`src/rtl/uart_tx_fifo.sv`:
```
// Buffered 8N1 UART transmitter: a small byte FIFO feeds a start/data/stop
// framing FSM whose bit time is a clock divider derived from CLKRATE/BAUDRATE.
module uart_tx_fifo #(
  parameter int CLKRATE  = 2_000_000,
  parameter int BAUDRATE = 9600,
  parameter int DEPTH    = 4
) (
  input  logic                   clk,
  input  logic                   rst,
  input  logic [7:0]             wr_data,
  input  logic                   wr_valid,
  output logic                   wr_ready,
  output logic                   tx,
  output logic                   busy,
  output logic [$clog2(DEPTH):0] level,
  output logic                   overflow
);

  localparam int DIV = (CLKRATE + BAUDRATE / 2) / BAUDRATE;
  localparam int CW  = (DIV < 2) ? 1 : $clog2(DIV);
  localparam int AW  = $clog2(DEPTH);
  localparam int LW  = AW + 1;

  localparam logic [CW-1:0] DIV_M1 = CW'(DIV - 1);
  localparam logic [LW-1:0] FULL   = LW'(DEPTH);

  localparam logic [1:0] IDLE  = 2'd0;
  localparam logic [1:0] START = 2'd1;
  localparam logic [1:0] DATA  = 2'd2;
  localparam logic [1:0] STOP  = 2'd3;

  if (DIV < 2) begin : g_div_check
    $error("uart_tx_fifo: CLKRATE/BAUDRATE gives a bit divider below 2");
  end
  if (DEPTH < 2 || (DEPTH & (DEPTH - 1)) != 0) begin : g_depth_check
    $error("uart_tx_fifo: DEPTH must be a power of two and at least 2");
  end

  logic [7:0]    mem [DEPTH];
  logic [AW-1:0] wr_ptr;
  logic [AW-1:0] rd_ptr;
  logic [LW-1:0] level_next;

  logic [1:0]    state;
  logic [1:0]    state_next;
  logic [CW-1:0] baud_cnt;
  logic [CW-1:0] baud_cnt_next;
  logic [2:0]    bit_idx;
  logic [2:0]    bit_idx_next;
  logic [7:0]    shift;
  logic [7:0]    shift_next;
  logic          tx_next;
  logic          busy_next;

  logic push;
  logic pop;
  logic has_data;
  logic bit_end;

  // Room is judged on the registered occupancy only, so a pop in the same
  // cycle never frees a slot for a simultaneous write.
  assign wr_ready = (level != FULL);
  assign push     = wr_valid & wr_ready;
  assign has_data = (level != '0);
  assign bit_end  = (baud_cnt == DIV_M1);

  // Framing FSM; the head of the FIFO is popped on leaving IDLE or at the end
  // of STOP, which lets queued bytes follow each other with no idle gap.
  always_comb begin
    state_next    = state;
    baud_cnt_next = baud_cnt;
    bit_idx_next  = bit_idx;
    shift_next    = shift;
    tx_next       = tx;
    pop           = 1'b0;
    case (state)
      IDLE: begin
        tx_next = 1'b1;
        if (has_data) begin
          pop           = 1'b1;
          shift_next    = mem[rd_ptr];
          bit_idx_next  = '0;
          baud_cnt_next = '0;
          state_next    = START;
          tx_next       = 1'b0;
        end
      end
      START: begin
        if (bit_end) begin
          baud_cnt_next = '0;
          state_next    = DATA;
          tx_next       = shift[0];
        end else begin
          baud_cnt_next = baud_cnt + CW'(1);
        end
      end
      DATA: begin
        if (bit_end) begin
          baud_cnt_next = '0;
          shift_next    = shift >> 1;
          bit_idx_next  = bit_idx + 3'd1;
          if (bit_idx == 3'd7) begin
            state_next = STOP;
            tx_next    = 1'b1;
          end else begin
            tx_next = shift[1];
          end
        end else begin
          baud_cnt_next = baud_cnt + CW'(1);
        end
      end
      default: begin
        if (bit_end) begin
          baud_cnt_next = '0;
          if (has_data) begin
            pop          = 1'b1;
            shift_next   = mem[rd_ptr];
            bit_idx_next = '0;
            state_next   = START;
            tx_next      = 1'b0;
          end else begin
            state_next = IDLE;
            tx_next    = 1'b1;
          end
        end else begin
          baud_cnt_next = baud_cnt + CW'(1);
        end
      end
    endcase
  end

  always_comb begin
    level_next = level;
    case ({push, pop})
      2'b10:   level_next = level + LW'(1);
      2'b01:   level_next = level - LW'(1);
      default: level_next = level;
    endcase
    busy_next = (state_next != IDLE) | (level_next != '0);
  end

  always_ff @(posedge clk) begin
    if (rst) begin
      state    <= IDLE;
      baud_cnt <= '0;
      bit_idx  <= '0;
      shift    <= '0;
      tx       <= 1'b1;
      wr_ptr   <= '0;
      rd_ptr   <= '0;
      level    <= '0;
      busy     <= 1'b0;
      overflow <= 1'b0;
    end else begin
      state    <= state_next;
      baud_cnt <= baud_cnt_next;
      bit_idx  <= bit_idx_next;
      shift    <= shift_next;
      tx       <= tx_next;
      level    <= level_next;
      busy     <= busy_next;
      if (push) wr_ptr <= wr_ptr + AW'(1);
      if (pop) rd_ptr <= rd_ptr + AW'(1);
      if (wr_valid && !wr_ready) overflow <= 1'b1;
    end
  end

  always_ff @(posedge clk) begin
    if (push && !rst) mem[wr_ptr] <= wr_data;
  end

endmodule

```
`config.mk`:
```
export PLATFORM = sky130hd
export DESIGN_NAME = uart_tx_fifo
export DESIGN_NICKNAME = d
export VERILOG_FILES = /design/src/rtl/uart_tx_fifo.sv
export SDC_FILE = /design/constraint.sdc
export NUM_CORES = 1
export LEC_CHECK = 0
export ABC_AREA = 1
export CORE_ASPECT_RATIO = 0.8
export CORE_MARGIN = 2
export CORE_UTILIZATION = 30
export DETAILED_ROUTE_END_ITERATION = 6
export RECOVER_POWER = 25
export SKIP_LAST_GASP = 1
export SLEW_MARGIN = 20
export SYNTH_ARGS = -nofsm -noshare
export SYNTH_HDL_FRONTEND = slang
export SYNTH_SLANG_ARGS = --single-unit
```
`constraint.sdc`:
```
create_clock -name clk -period 5.5 [get_ports clk]
set_input_delay 1.65 -clock clk [delete_from_list [all_inputs] [get_ports clk]]
set_output_delay 1.65 -clock clk [all_outputs]
set_load 0.01 [all_outputs]
```
Word level (Yosys, flattened, before mapping)

Memories as Yosys holds them, arrays and structs flattened. A register that Yosys moved wholly into a read port is not among the register bits.
Index checks and enable logic that the tools add are counted.

Flip-flop bits (word level): 31
Bits in writable memories: 32
Input bits: 11
Output and inout port bits: 7
Logic and storage cells: 74
Memories kept: 1

Add/subtract/negate cells: 6
Equal/unequal tests: 10
Mux-type cells: 32
Bitwise logic cells: 3
Reductions and logical operators: 12

Memories:

| name | words | width | rd ports | clocked after Yosys merged registers in | write ports | line | source |
|---|---|---|---|---|---|---|---|
| mem  | 4     | 8     | 1        | 1                                       | 1           | 39   | `logic [7:0] mem [DEPTH];` |

Operator list:

| kind                  | number |
|---|---|
| $mux W8               | 6 |
| $pmux W8 S3           | 1 |
| $mux W2               | 7 |
| $mux W1               | 10 |
| $mux W3               | 3 |
| $pmux W3 S3           | 1 |
| $add A8 B1 Y8 const B | 1 |
| $eq A8 B8 Y1 const B  | 1 |
| $add A3 B1 Y3 const B | 2 |
| $ne A2 B2 Y1 const B  | 3 |
| $pmux W2 S3           | 1 |
| $pmux W3 S2           | 1 |
| $reduce_and A3 Y1     | 2 |
| $reduce_bool A3 Y1    | 2 |
| $add A2 B1 Y2 const B | 2 |
| $eq A2 B1 Y1 const B  | 2 |
| $eq A2 B2 Y1 const B  | 2 |
| $reduce_bool A2 Y1    | 2 |
| $eq A3 B3 Y1 const B  | 1 |
| $ne A3 B3 Y1 const B  | 1 |
| $pmux W1 S3           | 1 |
| $sub A3 B1 Y3 const B | 1 |
| $logic_and A1 B1 Y1   | 2 |
| $logic_not A1 Y1      | 2 |
| 6 further kinds       | 6 |

Longest topological paths before layout

Word-level depth: 8
Depth in mapped cells: 18
Depth with buffers taken out: 18

Worst setup path after synthesis

No wires, ideal clock.

Path type: input to register
Start point: input port wr_valid
End point: register busy
Setup time: 0.113 ns
Data arrival time: 2.998 ns
Data required time: 5.387 ns
Path slack: 2.390 ns
Stages on the path: 11
Buffers on the path: 0
Cell sequence: nand2_1 -> ha_1 -> inv_1 -> fa_1 -> or2_2 -> nand4_1 -> nand2_1 -> nor2_1 -> nand3_1 -> nand2_1 -> nand2_1

Word-level cells in the longest chain between the ends: 5
Elaborated cells on any way between the ends: 6
Those cells by class: eq/ne: 2; mux: 1; bitwise: 2; reduce/logical: 1

RTL lines:

| what                                         | line | source |
|---|---|---|
| start: declaration                           | 11   | `input logic wr_valid,` |
| $and A1 B1 Y1 *                              | 63   | `assign push = wr_valid & wr_ready;` |
| $eq A2 B1 Y1 or $eq A2 B2 Y1 (tied branches) | 134  | `case ({push, pop})` |
| $pmux W3 S2 *                                | 134  |  |
| $reduce_bool A3 Y1 *                         | 139  | `busy_next = (state_next != IDLE) \| (level_next != '0);` |
| $or A1 B1 Y1 *                               | 139  |  |
| end signal: assignment                       | 161  | `busy <= busy_next;` |
| end: declaration                             | 14   | `output logic busy,` |

Every way passes the cells marked *; elsewhere a longest branch is shown, timed or not.
A chain may end at the register's enable or synchronous reset.

Worst setup path after layout

Start point: input port rst
End point: memory mem[3][6], enable pin

Word-level cells in the longest chain between the ends: 4

RTL lines:

| what                          | line | source |
|---|---|---|
| start: declaration            | 9    | `input logic rst,` |
| $logic_not A1 Y1              | 169  | `if (push && !rst) mem[wr_ptr] <= wr_data;` |
| $logic_and A1 B1 Y1           | 169  |  |
| $mux W1                       | 169  |  |
| $mux W1 (not written as such) | 169  |  |
| end: declaration              | 39   |  |

Every way passes these cells.

==> results.md <==
- Largest net degree at the start of global routing: 19
- Outcome: complete, no violations
- Slew Viols, Final: 0
- GRT Util Overall: 12.9%
- Slew @ Worst Pin: 0.662 ns
- Place WS: 1.60 ns
- Post-synth EDFFs: 32
- Worst-path cell chain: clkdlybuf4s50_1 -> buf_4 -> inv_1 -> nand3_1 -> nor2_1
- Fill count: 996
- Worst clock skew: 0.00680 ns
- H-tree depth: 3
- DRT iter0 DRCs: 144
- WL/cell: 12.7 um
- Multiplexer area fraction after synthesis: 0%
- Synth top area cells: edfxtp_1, dfxtp_1, nand2_1
- Chip height: 93.6 um
- Synth Cell Area: 3010 um^2
- Leakage: 0.00146 uW
- Final estimated routing congestion in global placement: 0.870
- Post-cts resize count: 0
- R2R depth: 17
- Post-synth cell types: 33
- Peak supply drop: 205 uV
- Hpwl dp: 4520 um
- Synth cell count leaders: nand2_1, nor2_1, dfxtp_1, inv_1
- Area occupied by multi-input gates: 1180 um^2
- Leading area contributor after synthesis: edfxtp_1
- Initial antenna violation count: 0
- Average size of a mapped cell: 8.81 um^2
- Asr flop ratio synth: 0%
- Yosys warning total: 0
- Most common cell in the netlist: nand2_1
- Critical-path top delay cell: nor2_1
- IO Count: 18
- Main combinational cell family by area after synthesis: simple AND/OR/NAND/NOR gates
- Total area of sequential cells: 1620 um^2
- Fin crit share: 63.8%
- CP Max Fanout: 18
- Vias: 2,282
- Final hold slack: 0.462 ns
- Detailed Route WL: 6360 um
- Reg2Reg Setup Slack: 2.77 ns
- Crit path DAT: 3.47 ns
- Placement row count: 32
- Post-DP Area: 3310 um^2
- CORE AREA: 9690 um^2
- CTS tree: done
- Post-synthesis compound-gate area fraction: 11.5%
- Final nets: 386
- CP max stage delay: 0.58 ns
- Final Hold Vio Count: 0
- Adder-Cell Fraction of Synth Area: 5.65%
- Synth-to-Final Area Change: 20.1%
- Total congestion overflow: 0
- Final Critical Period: 3.51 ns
- Syn Inst Count: 342
- Worst Setup Path Type: input port to flop
- # setup viols final: 0
- DR pass1 iterations: 6
- Sequential share of the synthesized area: 53.8%
- Clk slew on worst S/H paths: 0.06 ns
- Post-Route Setup TNS: 0 ns
- Design Area, Final: 3620 um^2
- Final ANT Viol Nets: 0
- Min-delay worst type: flop to flop
- Post-route setup slack: 1.99 ns
- Final Power: 1720 uW
- Worst-Skew Late Latency: 0.33 ns
- Layout cells sized above 1: 10.9%
- Root buffer cell: clkbuf_16
- I/O Buffers: 17
- Synth Register Bits: 65
- Maximum clock path buffer count: 2
- Full die area: 10,900 um^2
- Post-synth top area share: 31.9%
- DRC: 0
- Hold buffers post-CTS: 0
- Clock sink total: 65
- RSZ-0062 raised after global routing: false
- Max cap viols: 0
- Setup repair bufs after CTS: 0
- Worst setup SP type: input port
- Drt via density: 4.54
- Synth Area in XOR/XNOR: 0.872%
- Worst path required time: 5.46 ns
- Initial Util: 31.1%
- Net Count, Synth: 366
- Clock buffer count from CTS: 9
- Simple-gate share of the synthesized area: 21.1%
- First-pass GRT wire length: 10,700 um
- PwrDens: 477 nW/um^2
- Die W: 116 um
- N_diodes: 0
- Vias in the first global route: 2,230
- Prevailing post-synth register cell: dfxtp_1
- Max Freq: 0.285 GHz
- Hold path depth: 2
- Max-Slew Margin vs Limit: 55.7%
- CP endpoint kind: flop
-- sequential cells by signal, indices dropped and copies added, names as in the netlist, named ones only --
name and cells:
bit_idx 3, overflow 1, shift 8, baud_cnt 8
state 2, wr_ptr 2, level 3, tx 1
mem 32, busy 1, rd_ptr 2
-- power breakdown --
part           switching, uW  internal, uW  leakage [uW]
Sequential              54.4           578      0.000561
Combinational            324           184      0.000745
Clock                    225           360      0.000153
-- area by class of cell --
type / instances / area share [%]
Inverter: 41 / 4.39
Sequential cell: 65 / 44.8
Clock inverter: 7 / 2.35
Tap cell: 136 / 4.70
Clock buffer: 9 / 6.23
Multi-Input combinational cell: 227 / 32.6
Timing Repair Buffer: 18 / 4.91
-- path summary, 6_finish.rpt --
path / start / end
hold reg to reg: overflow / overflow
setup / recovery: rst / mem[3][6]
hold / removal: overflow / overflow
setup reg to reg: baud_cnt[0] / busy
-- metal layers --
layer	up-vias	track usage [%]	share of wire, %
met1	1062	17.5	50
li1	1173	-	-
met2	36	19.6	45
met4	0	6.85	2.0
met5	-	0	0
met3	11	2.20	3.1
-- critical path, delay by kind of cell --
family / cells / cell delay (ns)
buf+inv: 3 / 0.97
simple gates: 2 / 0.85
-- cells in the final DEF (no fill, tap or decap), types with 4 or more instances in the layout --
master,Yosys,layout
clkdlybuf4s50_1,0,10
o22ai_1,5,5
a21oi_1,17,17
inv_1,33,33
nand4_1,4,4
nand2_1,63,63
o21ai_0,32,32
clkbuf_16,0,9
nand3_1,18,18
dlygate4sd3_1,0,7
nand2_2,6,6
nor2_1,50,50
edfxtp_1,32,32
inv_2,5,5
ha_1,12,12
dfxtp_1,33,33
-- metrics by stage --
stage / utilization (%) / instances
detailed placement: 34.1 / 487
floorplan: - / 342
finish: 37.3 / 503
global placement: 34.1 / 487
CTS: 37.3 / 503
global route: 37.3 / 503
-- kinds of logic after synthesis --
kind of cell | after synthesis
buffers and inverters | 50
DFF | 65
adders and majority gates | 13
xor gates and xnor gates | 3
AOI/OAI and AO/OA | 63
and+or+nand+nor | 148
(Power assumes the default switching activity.)
